<file path="src/rtl/mux_arbiter4.sv">
// ---------------------------------------------------------------------------
// mux_arbiter4
// Round-robin arbiter that hands one shared 4-input datapath mux (and the
// resource behind it) to one of four requesters at a time. A tenure lasts
// until the owner drops its request, or until MAX_BEATS beats have been
// accepted (MAX_BEATS = 0 disables the forced release).
//
// Ports:
//   clk        system clock, all state updates on the rising edge
//   reset_n    asynchronous active-low reset
//   req[3:0]   request per requester, held for the whole transaction
//   rsc_ready  shared resource accepts a beat this cycle
//   gnt[3:0]   registered one-hot grant, 0 while idle
//   sel[1:0]   registered mux select, index of current or last owner
//   xfer       beat accepted this cycle (combinational)
//   busy       registered, high while a tenure is active
// ---------------------------------------------------------------------------
module mux_arbiter4 #(
    parameter int MAX_BEATS = 8,
    parameter int BEAT_W    = 4
) (
    input  logic       clk,
    input  logic       reset_n,
    input  logic [3:0] req,
    input  logic       rsc_ready,
    output logic [3:0] gnt,
    output logic [1:0] sel,
    output logic       xfer,
    output logic       busy
);

    typedef enum logic {IDLE = 1'b0, GRANT = 1'b1} state_t;

    localparam logic [BEAT_W-1:0] BEAT_SAT = {BEAT_W{1'b1}};

    state_t            state_reg, state_next;
    logic [1:0]        owner_reg, owner_next;
    logic [1:0]        ptr_reg,   ptr_next;
    logic [BEAT_W-1:0] beat_reg,  beat_next;
    logic [3:0]        gnt_reg,   gnt_next;
    logic [1:0]        sel_reg,   sel_next;
    logic              busy_reg,  busy_next;

    // Requests rotated so that bit 0 is the requester the pointer names;
    // the lowest set bit of this vector is then the round-robin winner.
    logic [3:0] rot_req;
    logic [1:0] offset;
    logic [1:0] choice;
    logic       last_beat;

    for (genvar gi = 0; gi < 4; gi++) begin : g_rotate
        assign rot_req[gi] = req[ptr_reg + 2'(gi)];
    end

    always_comb begin
        offset = 2'd0;
        for (int k = 3; k >= 0; k--) begin
            if (rot_req[k]) begin
                offset = 2'(k);
            end
        end
    end

    assign choice = ptr_reg + offset;

    // Accepting a beat requires the owner to still be requesting, so a req
    // drop in the final-beat cycle suppresses both the beat and last_beat.
    assign xfer = (state_reg == GRANT) && req[owner_reg] && rsc_ready;

    if (MAX_BEATS == 0) begin : g_unlimited
        assign last_beat = 1'b0;
    end else begin : g_limited
        localparam logic [BEAT_W-1:0] LAST_BEAT = BEAT_W'(MAX_BEATS - 1);
        assign last_beat = xfer && (beat_reg == LAST_BEAT);
    end

    // State register
    always_ff @(posedge clk or negedge reset_n) begin
        if (!reset_n) begin
            state_reg <= IDLE;
            owner_reg <= 2'd0;
            ptr_reg   <= 2'd0;
            beat_reg  <= '0;
            gnt_reg   <= 4'b0000;
            sel_reg   <= 2'd0;
            busy_reg  <= 1'b0;
        end else begin
            state_reg <= state_next;
            owner_reg <= owner_next;
            ptr_reg   <= ptr_next;
            beat_reg  <= beat_next;
            gnt_reg   <= gnt_next;
            sel_reg   <= sel_next;
            busy_reg  <= busy_next;
        end
    end

    // Next-state logic
    always_comb begin
        state_next = state_reg;
        owner_next = owner_reg;
        ptr_next   = ptr_reg;
        beat_next  = beat_reg;
        gnt_next   = gnt_reg;
        sel_next   = sel_reg;
        busy_next  = busy_reg;
        case (state_reg)
            IDLE: begin
                if (|req) begin
                    state_next = GRANT;
                    owner_next = choice;
                    ptr_next   = choice + 2'd1;
                    beat_next  = '0;
                    gnt_next   = 4'(1) << choice;
                    sel_next   = choice;
                    busy_next  = 1'b1;
                end
            end
            GRANT: begin
                if (!req[owner_reg] || last_beat) begin
                    // sel is left alone so the mux keeps pointing at the
                    // last owner while idle.
                    state_next = IDLE;
                    gnt_next   = 4'b0000;
                    busy_next  = 1'b0;
                end else if (xfer && (beat_reg != BEAT_SAT)) begin
                    beat_next = beat_reg + 1'b1;
                end
            end
            default: state_next = IDLE;
        endcase
    end

    // Outputs
    always_comb begin
        gnt  = gnt_reg;
        sel  = sel_reg;
        busy = busy_reg;
    end

endmodule
</file>
<file path="config.mk">
export PLATFORM = sky130hd
export DESIGN_NAME = mux_arbiter4
export DESIGN_NICKNAME = d
export VERILOG_FILES = /design/src/rtl/mux_arbiter4.sv
export SDC_FILE = /design/constraint.sdc
export NUM_CORES = 1
export LEC_CHECK = 0
export ABC_AREA = 1
export BUFFER_PORTS_ARGS = -buffer_cell sky130_fd_sc_hd__clkbuf_2
export CORE_UTILIZATION = 45
export CTS_CLUSTER_DIAMETER = 30
export CTS_CLUSTER_SIZE = 16
export DETAILED_ROUTE_END_ITERATION = 10
export PLACE_DENSITY_LB_ADDON = 0.15
export SETUP_SLACK_MARGIN = 0.5
export SYNTH_ARGS = -nofsm -noshare
export SYNTH_HDL_FRONTEND = slang
export SYNTH_SLANG_ARGS = --single-unit
</file>
<file path="constraint.sdc">
create_clock -name clk -period 4.7 [get_ports clk]
set_clock_uncertainty 0.05 [all_clocks]
set_input_delay 0.235 -clock clk [delete_from_list [all_inputs] [get_ports clk]]
set_output_delay 0.235 -clock clk [all_outputs]
set_load 0.02 [all_outputs]
</file>
==> metrics.yaml <==
drive_gt1_share_pct: 26.6
fin_nets: 164
fmax_ghz: 0.461
num_rows: 16
final_cell_area_um2: 1100
root_buffer: "clkbuf_4"
synth_seq_area_share_pct: 36.1
fp.dieW_um: 48.4
num_antenna_cells: 0
worstPathCellList: "inv_8 -> nand2_1 -> nand2_1 -> nand2_1 -> nand2_1 -> a31oi_1 -> nor2_1 -> ha_1 -> xor2_1 -> inv_1 -> nand3_2 -> nand2_2 -> nand2_2 -> nand2_1"
grt_usage_pct: 19.7
core_um2: 2000
first_pass_iters: 4
via_per_inst: 4.94
crit_top_cell: "nand2_1"
synth-warning-count: 0
wl_per_cell_um: 11.1
syn_nets: 146
status: "finished, final reports clean"
initial_core_util_pct: 48.4
critical_path_class: "flip-flop to flip-flop"
cts_buffers: 3
slew_viol_final: 0
antenna_found_initial: 0
clock_sinks: 14
required_ps: 4830
areaGrowthSynthToFinish_pct: 13.2
grt_pass1_vias: 894
cts_tree: "built"
hold_class: "input pin to async pin"
synth_cell_type_count: 24
clk_pin_slew_worst_paths_ps: 90
clockBufferDepth: 2
path_max_fanout: 10
grtUsageMet1_pct: 22.6
gr-usage-met3_pct: 3.14
ant_nets: 0
io_pins: 15
overflow: 0
cp-start-kind: "flip-flop"
relSlewSlack_pct: 73.1
fillers: 196
setup_viol: 0
yosysTopAreaCell: "dfrtp_1"
crit_path_start: "ptr_reg[0]"
fin_tns_setup_ps: 0
port_buffers: 14
grt_setup_unrepaired: "no"
syn_inst: 137
netlist_area_um2: 970
drv_cap: 0
synth_top_cell_area_share_pct: 36.1
drc: 0
synth-seq-cells: 14
place_area_um2: 1050
period_needed_ps: 2170
irDropWorstVdd_mv: 0.343
grt.met2_usage_pct: 36.4
grt_max_degree: 15
r2r_start: "ptr_reg[0]"
timing.final.crit_share_pct: 46.2
clock_latency_ps: 290
end_kind: "flip-flop"
cp_slowest_cell: "dfrtp_1"
cellPowerDensity_nw_per_um2: 754
drtIter0Drc: 6
worst_pin_slew_ps: 403
die-area_um2: 2340
vias: 894
gp_congestion: 0.779
grt_busiest_layer: "met2"
htree_levels: 1
max_stage_delay_ps: 600
avgSynthCellArea_um2: 7.08
yosys-top-cells-area: "dfrtp_1 (36%), nand2_1 (23%), nand2_2 (7.1%)"
grt_first_pass_wirelength_um: 3620
die_h_um: 48.4
hold_slack_ps: 337
dpl.hpwl_um: 1540
hold_viol: 0
leakage_nw: 0.636
cp.arrival_ps: 2300
routed_wl_um: 2020
==> critical path: cells and delay by family (launching register included) <==
family                   cells  cell delay, ps
AND/OR/NAND/NOR              9             670
buffers and inverters        2             160
AO/OA/AOI/OAI                1             140
adder cells (fa/ha/maj)      1             180
XOR/XNOR                     1             260
flip-flops                   1             600
==> cell usage after synthesis, drive strengths merged <==
| cell | n |
|---|---|
| a21oi | 2 |
| a31oi | 1 |
| buf | 2 |
| dfrtp | 14 |
| ha | 2 |
| inv | 14 |
| nand2 | 71 |
| nand3 | 12 |
| nand3b | 1 |
| nand4 | 3 |
| nor2 | 8 |
| nor3 | 1 |
| o21ai | 3 |
| o21bai | 1 |
| xor2 | 2 |
==> logic make-up (layout without fill, tap and decap cells) <==
group	count (synthesis)	after routing	share of synthesized area, %
adder cells (fa/ha/maj)	2	2	2.58
AO/OA/AOI/OAI	7	7	4.77
AND/OR/NAND/NOR	96	96	46.2
buffers and inverters	16	33	8.52
XOR/XNOR	2	2	1.81
flip-flops	14	14	36.1
==> per-stage QoR <==
step           setup slack [ps]  power (mW)  std cells  utilization, %
5_1_grt                    2290       0.916        181            54.8
3_3_place_gp               2580       0.728        176            52.5
6_report                   2530       0.827        181            54.8
3_5_place_dp               2550       0.740        176            52.5
4_1_cts                    2510       0.831        181            54.8
2_1_floorplan              2800       0.652        137               -
==> worst paths after layout <==
| kind | to | slack (ps) | cells after the start |
|---|---|---|---|
| max reg2reg | gnt[2] | 2530 | 14 |
| min in group clk | state_reg | 390 | 4 |
| max in group asynchronous | gnt[0] | 4000 | 2 |
| min | beat_reg[2] | 340 | 2 |
| min reg2reg | busy | 430 | 2 |
| max | gnt[2] | 2530 | 14 |
==> cells in the final DEF (no fill, tap or decap), drive strengths merged, types with 2 or more instances in the layout <==
master and count:
a21oi 2, clkbuf 18, dfrtp 14, ha 2, inv 14, nand2 71
nand3 12, nand4 3, nor2 8, o21ai 3, xor2 2
==> power breakdown <==
part           leakage (nW)  internal [mW]  switching (mW)
Clock                0.0210         0.0472          0.0421
Sequential            0.178          0.169          0.0547
Combinational         0.436          0.176           0.339
Total                 0.636          0.392           0.435
==> what timing repair did <==
action                     CTS  global route
resized for setup            0             0
hold endpoints to repair    14             0
setup endpoints to repair    0             0
buffers inserted             0             0
hold buffers                 1             0
==> area by class of cell <==
type	count	area [µm²]	share of cell area (%)
tap	27	33.8	3.08
inverter	14	60.1	5.47
timing repair buffer	15	80.1	7.30
clock buffer	4	36.3	3.31
sequential	14	350	31.9
multi-input combinational	107	537	48.9
==> per-layer routing <==
layer	vias to the layer above	share of wire [%]
met3	3	1.7
li1	466	-
met5	-	0
met4	0	1.3
met1	413	44
met2	12	53
(Power assumes the default switching activity.)
